[src/rtl/game_sched_pkg.sv]
// Shared types and constants for the target scheduler: FSM state encoding and
// the spawn direction classes the target sprite decodes from dir_sel.
package game_sched_pkg;

  typedef enum logic [1:0] {
    StIdle,
    StSpawn,
    StFly,
    StCooldown
  } sched_state_t;

  localparam logic [1:0] DIR_LR_DOWN   = 2'd0;
  localparam logic [1:0] DIR_RL_DOWN   = 2'd1;
  localparam logic [1:0] DIR_RAND_UP   = 2'd2;
  localparam logic [1:0] DIR_RAND_DOWN = 2'd3;

endpackage

[src/rtl/game_sched_level_ctr.sv]
// Level escalation: counts wall hits and bumps speed every HITS_PER_LEVEL hits,
// saturating at MAX_SPEED. clr restarts the round at speed 1.
module game_sched_level_ctr #(
  parameter int unsigned HITS_PER_LEVEL = 5,
  parameter int unsigned SPEED_W        = 4,
  parameter int unsigned MAX_SPEED      = 15
) (
  input  logic               clk,
  input  logic               rst,
  input  logic               inc,
  input  logic               clr,
  output logic [SPEED_W-1:0] speed
);

  localparam int unsigned HitW = (HITS_PER_LEVEL > 1) ? $clog2(HITS_PER_LEVEL) : 1;

  logic [HitW-1:0]    hit_cnt_q, hit_cnt_d;
  logic [SPEED_W-1:0] speed_q, speed_d;

  always_comb begin
    hit_cnt_d = hit_cnt_q;
    speed_d   = speed_q;
    if (clr) begin
      hit_cnt_d = '0;
      speed_d   = SPEED_W'(1);
    end else if (inc) begin
      if (hit_cnt_q == HitW'(HITS_PER_LEVEL - 1)) begin
        hit_cnt_d = '0;
        if (speed_q != SPEED_W'(MAX_SPEED)) begin
          speed_d = speed_q + 1'b1;
        end
      end else begin
        hit_cnt_d = hit_cnt_q + 1'b1;
      end
    end
  end

  always_ff @(posedge clk or posedge rst) begin
    if (rst) begin
      hit_cnt_q <= '0;
      speed_q   <= SPEED_W'(1);
    end else begin
      hit_cnt_q <= hit_cnt_d;
      speed_q   <= speed_d;
    end
  end

  assign speed = speed_q;

endmodule

[src/rtl/game_target_scheduler.sv]
// Target sprite life-cycle sequencer: spawn, flight, wall-hit cooldown, game over.
// Define GAME_SCHED_SCORE_SAT_EN to make score saturate instead of wrapping.
module game_target_scheduler
  import game_sched_pkg::*;
#(
  parameter int unsigned HITS_PER_LEVEL  = 5,
  parameter int unsigned SPEED_W         = 4,
  parameter int unsigned MAX_SPEED       = 15,
  parameter int unsigned COOLDOWN_CYCLES = 1024,
  parameter int unsigned SCORE_W         = 16
) (
  input  logic               clk,
  input  logic               rst,
  input  logic               start,
  input  logic               abort,
  input  logic               hit_wall,
  input  logic               collision,
  input  logic [7:0]         random,
  output logic               spawn_xy,
  output logic               spawn_dxy,
  output logic [1:0]         dir_sel,
  output logic [5:0]         spawn_off,
  output logic [SPEED_W-1:0] speed,
  output logic               target_enable,
  output logic [SCORE_W-1:0] score,
  output logic               game_over,
  output logic               busy
);

  localparam int unsigned CntW = (COOLDOWN_CYCLES > 1) ? $clog2(COOLDOWN_CYCLES) : 1;

  sched_state_t       state_q, state_d;
  logic [CntW-1:0]    cnt_q, cnt_d;
  logic [SCORE_W-1:0] score_q, score_d, score_inc;
  logic               game_over_q, game_over_d;
  logic               hit_wall_q, hit_edge;
  logic [1:0]         dir_sel_q;
  logic [5:0]         spawn_off_q;
  logic               lvl_inc, lvl_clr;

  assign hit_edge = hit_wall & ~hit_wall_q;

`ifdef GAME_SCHED_SCORE_SAT_EN
  assign score_inc = (&score_q) ? score_q : score_q + 1'b1;
`else
  assign score_inc = score_q + 1'b1;
`endif

  always_comb begin
    state_d     = state_q;
    cnt_d       = cnt_q;
    score_d     = score_q;
    game_over_d = 1'b0;
    lvl_inc     = 1'b0;
    lvl_clr     = 1'b0;
    if (abort) begin
      // Score and speed are kept so the master FSM can still show them.
      state_d = StIdle;
    end else begin
      case (state_q)
        StIdle: begin
          if (start) state_d = StSpawn;
        end
        StSpawn: state_d = StFly;
        StFly: begin
          // Collision wins over a simultaneous wall hit.
          if (collision) begin
            game_over_d = 1'b1;
            score_d     = '0;
            lvl_clr     = 1'b1;
            state_d     = StIdle;
          end else if (hit_edge) begin
            score_d = score_inc;
            lvl_inc = 1'b1;
            cnt_d   = CntW'(COOLDOWN_CYCLES - 1);
            state_d = StCooldown;
          end
        end
        StCooldown: begin
          if (cnt_q == '0) state_d = StSpawn;
          else             cnt_d   = cnt_q - 1'b1;
        end
        default: state_d = StIdle;
      endcase
    end
  end

  always_ff @(posedge clk or posedge rst) begin
    if (rst) begin
      state_q     <= StIdle;
      cnt_q       <= '0;
      score_q     <= '0;
      game_over_q <= 1'b0;
      hit_wall_q  <= 1'b0;
      dir_sel_q   <= DIR_LR_DOWN;
      spawn_off_q <= '0;
    end else begin
      state_q     <= state_d;
      cnt_q       <= cnt_d;
      score_q     <= score_d;
      game_over_q <= game_over_d;
      hit_wall_q  <= hit_wall;
      if (state_q == StSpawn) begin
        dir_sel_q   <= random[7:6];
        spawn_off_q <= random[5:0];
      end
    end
  end

  game_sched_level_ctr #(
    .HITS_PER_LEVEL(HITS_PER_LEVEL),
    .SPEED_W       (SPEED_W),
    .MAX_SPEED     (MAX_SPEED)
  ) u_level_ctr (
    .clk  (clk),
    .rst  (rst),
    .inc  (lvl_inc),
    .clr  (lvl_clr),
    .speed(speed)
  );

  assign spawn_xy      = (state_q == StSpawn);
  assign spawn_dxy     = (state_q == StSpawn);
  assign target_enable = (state_q == StFly);
  assign busy          = (state_q != StIdle);
  assign dir_sel       = dir_sel_q;
  assign spawn_off     = spawn_off_q;
  assign score         = score_q;
  assign game_over     = game_over_q;

endmodule

[config.mk]
export PLATFORM = sky130hd
export DESIGN_NAME = game_target_scheduler
export DESIGN_NICKNAME = d
export VERILOG_FILES = /design/src/rtl/game_sched_pkg.sv /design/src/rtl/game_sched_level_ctr.sv /design/src/rtl/game_target_scheduler.sv
export SDC_FILE = /design/constraint.sdc
export NUM_CORES = 1
export LEC_CHECK = 0
export ABC_CLOCK_PERIOD_IN_PS = 1900
export CAP_MARGIN = 20
export CORE_MARGIN = 2
export CORE_UTILIZATION = 48
export CTS_BUF_LIST = sky130_fd_sc_hd__clkbuf_2
export DETAILED_ROUTE_END_ITERATION = 8
export PLACE_DENSITY = 0.78
export SYNTH_ARGS = -nofsm -noshare
export SYNTH_HDL_FRONTEND = slang
export SYNTH_SLANG_ARGS = --single-unit
[constraint.sdc]
create_clock -name clk -period 1.9 [get_ports clk]
set_input_delay 0.285 -clock clk [delete_from_list [all_inputs] [get_ports clk]]
set_output_delay 0.285 -clock clk [all_outputs]
set_load 0.02 [all_outputs]
==> results of run 1 <==
==> cell type report <==
| class | instances | area (µm²) | share of cell area, % |
|---|---|---|---|
| timing repair buffer | 84 | 757 | 23.0 |
| clock buffer | 5 | 25.0 | 0.762 |
| sequential | 45 | 1130 | 34.4 |
| inverter | 14 | 52.6 | 1.60 |
| clock inverter | 3 | 21.3 | 0.647 |
| tap | 67 | 83.8 | 2.55 |
| multi-input combinational | 173 | 1220 | 37.0 |
==> registers in the layout, summed over array words and instances (netlist names) <==
name	count
score	16
hit_wall_q	1
cnt_q	10
u_level_ctr.speed	4
dir_sel	2
state_q	2
u_level_ctr.hit_cnt_q	3
spawn_off	6
game_over	1
==> metal layers <==
| layer | global-route usage, % | part of all wire [%] | vias up |
|---|---|---|---|
| li1 | - | - | 1053 |
| met1 | 27.7 | 45 | 1054 |
| met2 | 34.6 | 48 | 50 |
| met3 | 6.29 | 5.2 | 5 |
| met4 | 7.34 | 1.2 | 0 |
| met5 | 0 | 0 | - |
==> worst max-delay path: stages, from the launching register on <==
cell and delay (ns):
dfrtp_1 0.43, buf_4 0.14, inv_1 0.05, ha_1 0.17, nor3b_4 0.23, a31oi_2 0.16, or4_1 0.50, o31ai_1 0.10
==> repair_timing <==
item | CTS | global route
gates resized for setup | 9 | 21
buffers inserted | 1 | 5
setup endpoints to repair | 5 | 23
==> worst max path at each step <==
stage / from / end / slack, ns / cells after the start
finish: cnt_q[1]$_DFFE_PP0P_ / state_q[1]$_DFFE_PP0P_ / 0.03 / 7
global placement: hit_wall / score[14]$_DFFE_PP0P_ / -0.13 / 6
detailed placement: hit_wall / state_q[1]$_DFFE_PP0P_ / -0.19 / 6
CTS: state_q[0]$_DFFE_PP0P_ / target_enable / 0.006 / 4
global route: cnt_q[1]$_DFFE_PP0P_ / state_q[1]$_DFFE_PP0P_ / -0.07 / 7
floorplan: state_q[0]$_DFFE_PP0P_ / score[14]$_DFFE_PP0P_ / 0.02 / 8
==> report_power, final <==
group          switching (mW)  internal (mW)  total, mW
Sequential              0.229           1.19       1.42
Combinational           0.674          0.696       1.37
Clock                   0.342         0.0929      0.435
Total                    1.24           1.98       3.22
==> cells in the mapped netlist (2+ instances only) <==
cell	n	area [µm²]
xor2_1	4	35.0
or3_1	9	56.3
nand4_1	3	18.8
ha_1	9	113
a311oi_1	2	17.5
nand3b_1	2	15.0
nor2_1	11	41.3
a31oi_1	5	31.3
and4_1	2	17.5
or4_1	7	52.6
dfrtp_1	44	1100
and3_1	3	18.8
inv_1	14	52.6
mux2_2	8	90.1
or2_2	2	12.5
and2_1	3	18.8
o2111ai_1	3	26.3
o22ai_1	2	12.5
xnor2_1	2	17.5
nand2_1	12	45.0
o22a_1	2	17.5
o211ai_1	5	37.5
o21ai_0	17	85.1
nand3_1	11	55.1
nand2b_1	4	25.0
nor2b_1	4	25.0
clkbuf_1	8	30.0
o31ai_1	6	45.0
a21oi_1	17	85.1
==> stage by stage <==
| step | TNS, ns | setup WS, ns | cells |
|---|---|---|---|
| global route | -0.0938 | -0.0698 | 391 |
| finish | 0 | 0.0334 | 391 |
| global placement | -0.869 | -0.129 | 377 |
| CTS | 0 | 0.00561 | 386 |
| floorplan | 0 | 0.0165 | 242 |
| detailed placement | -1.36 | -0.193 | 377 |
==> logic make-up (layout without fill, tap and decap cells) <==
| family | Yosys count | count (layout) | synth area share (%) |
|---|---|---|---|
| AO/OA/AOI/OAI | 68 | 68 | 18.0 |
| buffers and inverters | 24 | 106 | 3.96 |
| XOR/XNOR | 6 | 6 | 2.19 |
| AND/OR/NAND/NOR | 81 | 81 | 20.0 |
| flip-flops | 45 | 45 | 47.0 |
| multiplexers | 9 | 9 | 4.17 |
| adder cells (fa/ha/maj) | 9 | 9 | 4.69 |
==> results.py, run 1 <==
metrics = {
    "status": {
        "status": "complete, no violations",
    },
    "global_routing": {
        "grt_overflow": 0,
        "grt_usage_pct": 21.4,
        "grt_max_degree": 46,
        "grt_pass1_wl_um": 9080,
        "grt_pass1_vias": 2050,
        "grt_antenna_before_repair": 0,
    },
    "yosys": {
        "synth_cell_types": 50,
        "synth-async-reset-ratio_pct": 100,
        "yosysWarnings": 0,
        "syn_inst": 242,
        "synth_fp_nets": 265,
        "ys_seq_elements": 45,
        "synth_edf_count": 0,
        "syn_area_per_cell_um2": 9.92,
        "syn_area_um2": 2400,
        "synth_ff_type": "dfrtp_1",
        "seq_area_frac_synth_pct": 47.0,
    },
    "cells_and_area": {
        "utilization_pct": 68.7,
        "drive_above_1_share_pct": 23.5,
        "final_cell_area_um2": 3290,
        "diodes": 0,
        "nFillCells": 394,
        "most-common-layout-cells": "dfrtp_1, buf_4, clkdlybuf4s50_1",
        "syn2layout_area_growth_pct": 36.8,
        "mostFrequentLayoutCell": "dfrtp_1",
        "layout.nets": 346,
    },
    "route": {
        "dr.pass1.iters": 4,
        "wire_per_inst_um": 14.2,
        "drcViolationCount": 0,
        "routed_via_density": 5.53,
        "wirelength_um": 5560,
        "drt_iter0_markers": 179,
        "ant_nets": 0,
        "via_count": 2162,
    },
    "worst_setup_path": {
        "r2r_cells": 7,
        "path_class": "flop to flop",
        "timing.rr.end": "state_q[1]$_DFFE_PP0P_",
        "crit_arrival_ns": 2.21,
        "worst_setup_path_start_kind": "flop",
        "rrSetupSlack_ns": 0.03,
        "r2r_start": "cnt_q[1]$_DFFE_PP0P_",
        "critPathMaxFanout": 4,
        "end_kind": "flop",
        "required_ns": 2.25,
    },
    "sta": {
        "setup_viol": 0,
        "tightest_slew_ns": 0.380,
        "fin_crit_sh_pct": 98.2,
        "maxSlewHeadroom_pct": 74.3,
        "fmax_ghz": 0.536,
        "hold_viol": 0,
        "drv_slew": 0,
        "rsz0062_at_grt": "true",
        "hold_ws_ns": 0.129,
        "fin_worst_skew_ns": 0.0305,
        "final.min_clock_period_ns": 1.87,
    },
    "clock_tree": {
        "path_clk_slew_ns": 0.26,
        "cts_tree": "built",
        "cts_inserted_buffers": 5,
        "cts-root-buf": "clkbuf_2",
        "htree_levels": 2,
        "cts_buffer_depth": 2,
        "holdBufCountCts": 0,
        "cts.sinks": 45,
        "worst_skew_pair.late_latency_ns": 0.45,
    },
    "power_and_ir_drop": {
        "ir_drop_v": 0.000704,
        "power-per-cell-area_nw_per_um2": 981,
        "p_leak_nw": 1.53,
        "p_total_mw": 3.22,
    },
    "placement": {
        "portBuffers": 46,
        "postPlaceCellArea_um2": 3170,
        "place_congestion": 0.843,
        "hpwl_um": 4000,
    },
    "die": {
        "rows": 25,
        "core_area_um2": 4790,
        "fp.dieH_um": 74.7,
        "io-pin-count": 47,
        "dieWidth_um": 74.7,
        "initial_core_util_pct": 50.2,
        "die_area_um2": 5580,
    },
    "min_path": {
        "hold_path.class": "input port to async pin",
    },
    "run": {
        "drv_cap": 0,
    },
}
(Power assumes the default switching activity.)
==> run 2: changes to the inputs <==
--- a/config.mk
+++ b/config.mk
@@ -6,10 +6,11 @@
 export NUM_CORES = 1
 export LEC_CHECK = 0
 export ABC_CLOCK_PERIOD_IN_PS = 1900
-export CAP_MARGIN = 20
+export CAP_MARGIN = 0
 export CORE_MARGIN = 2
 export CORE_UTILIZATION = 48
 export CTS_BUF_LIST = sky130_fd_sc_hd__clkbuf_2
+export CTS_CLUSTER_DIAMETER = 30
 export DETAILED_ROUTE_END_ITERATION = 8
 export PLACE_DENSITY = 0.78
 export SYNTH_ARGS = -nofsm -noshare
==> results of run 2 <==
Final layout, timing and power as in run 1 (identical DEF).
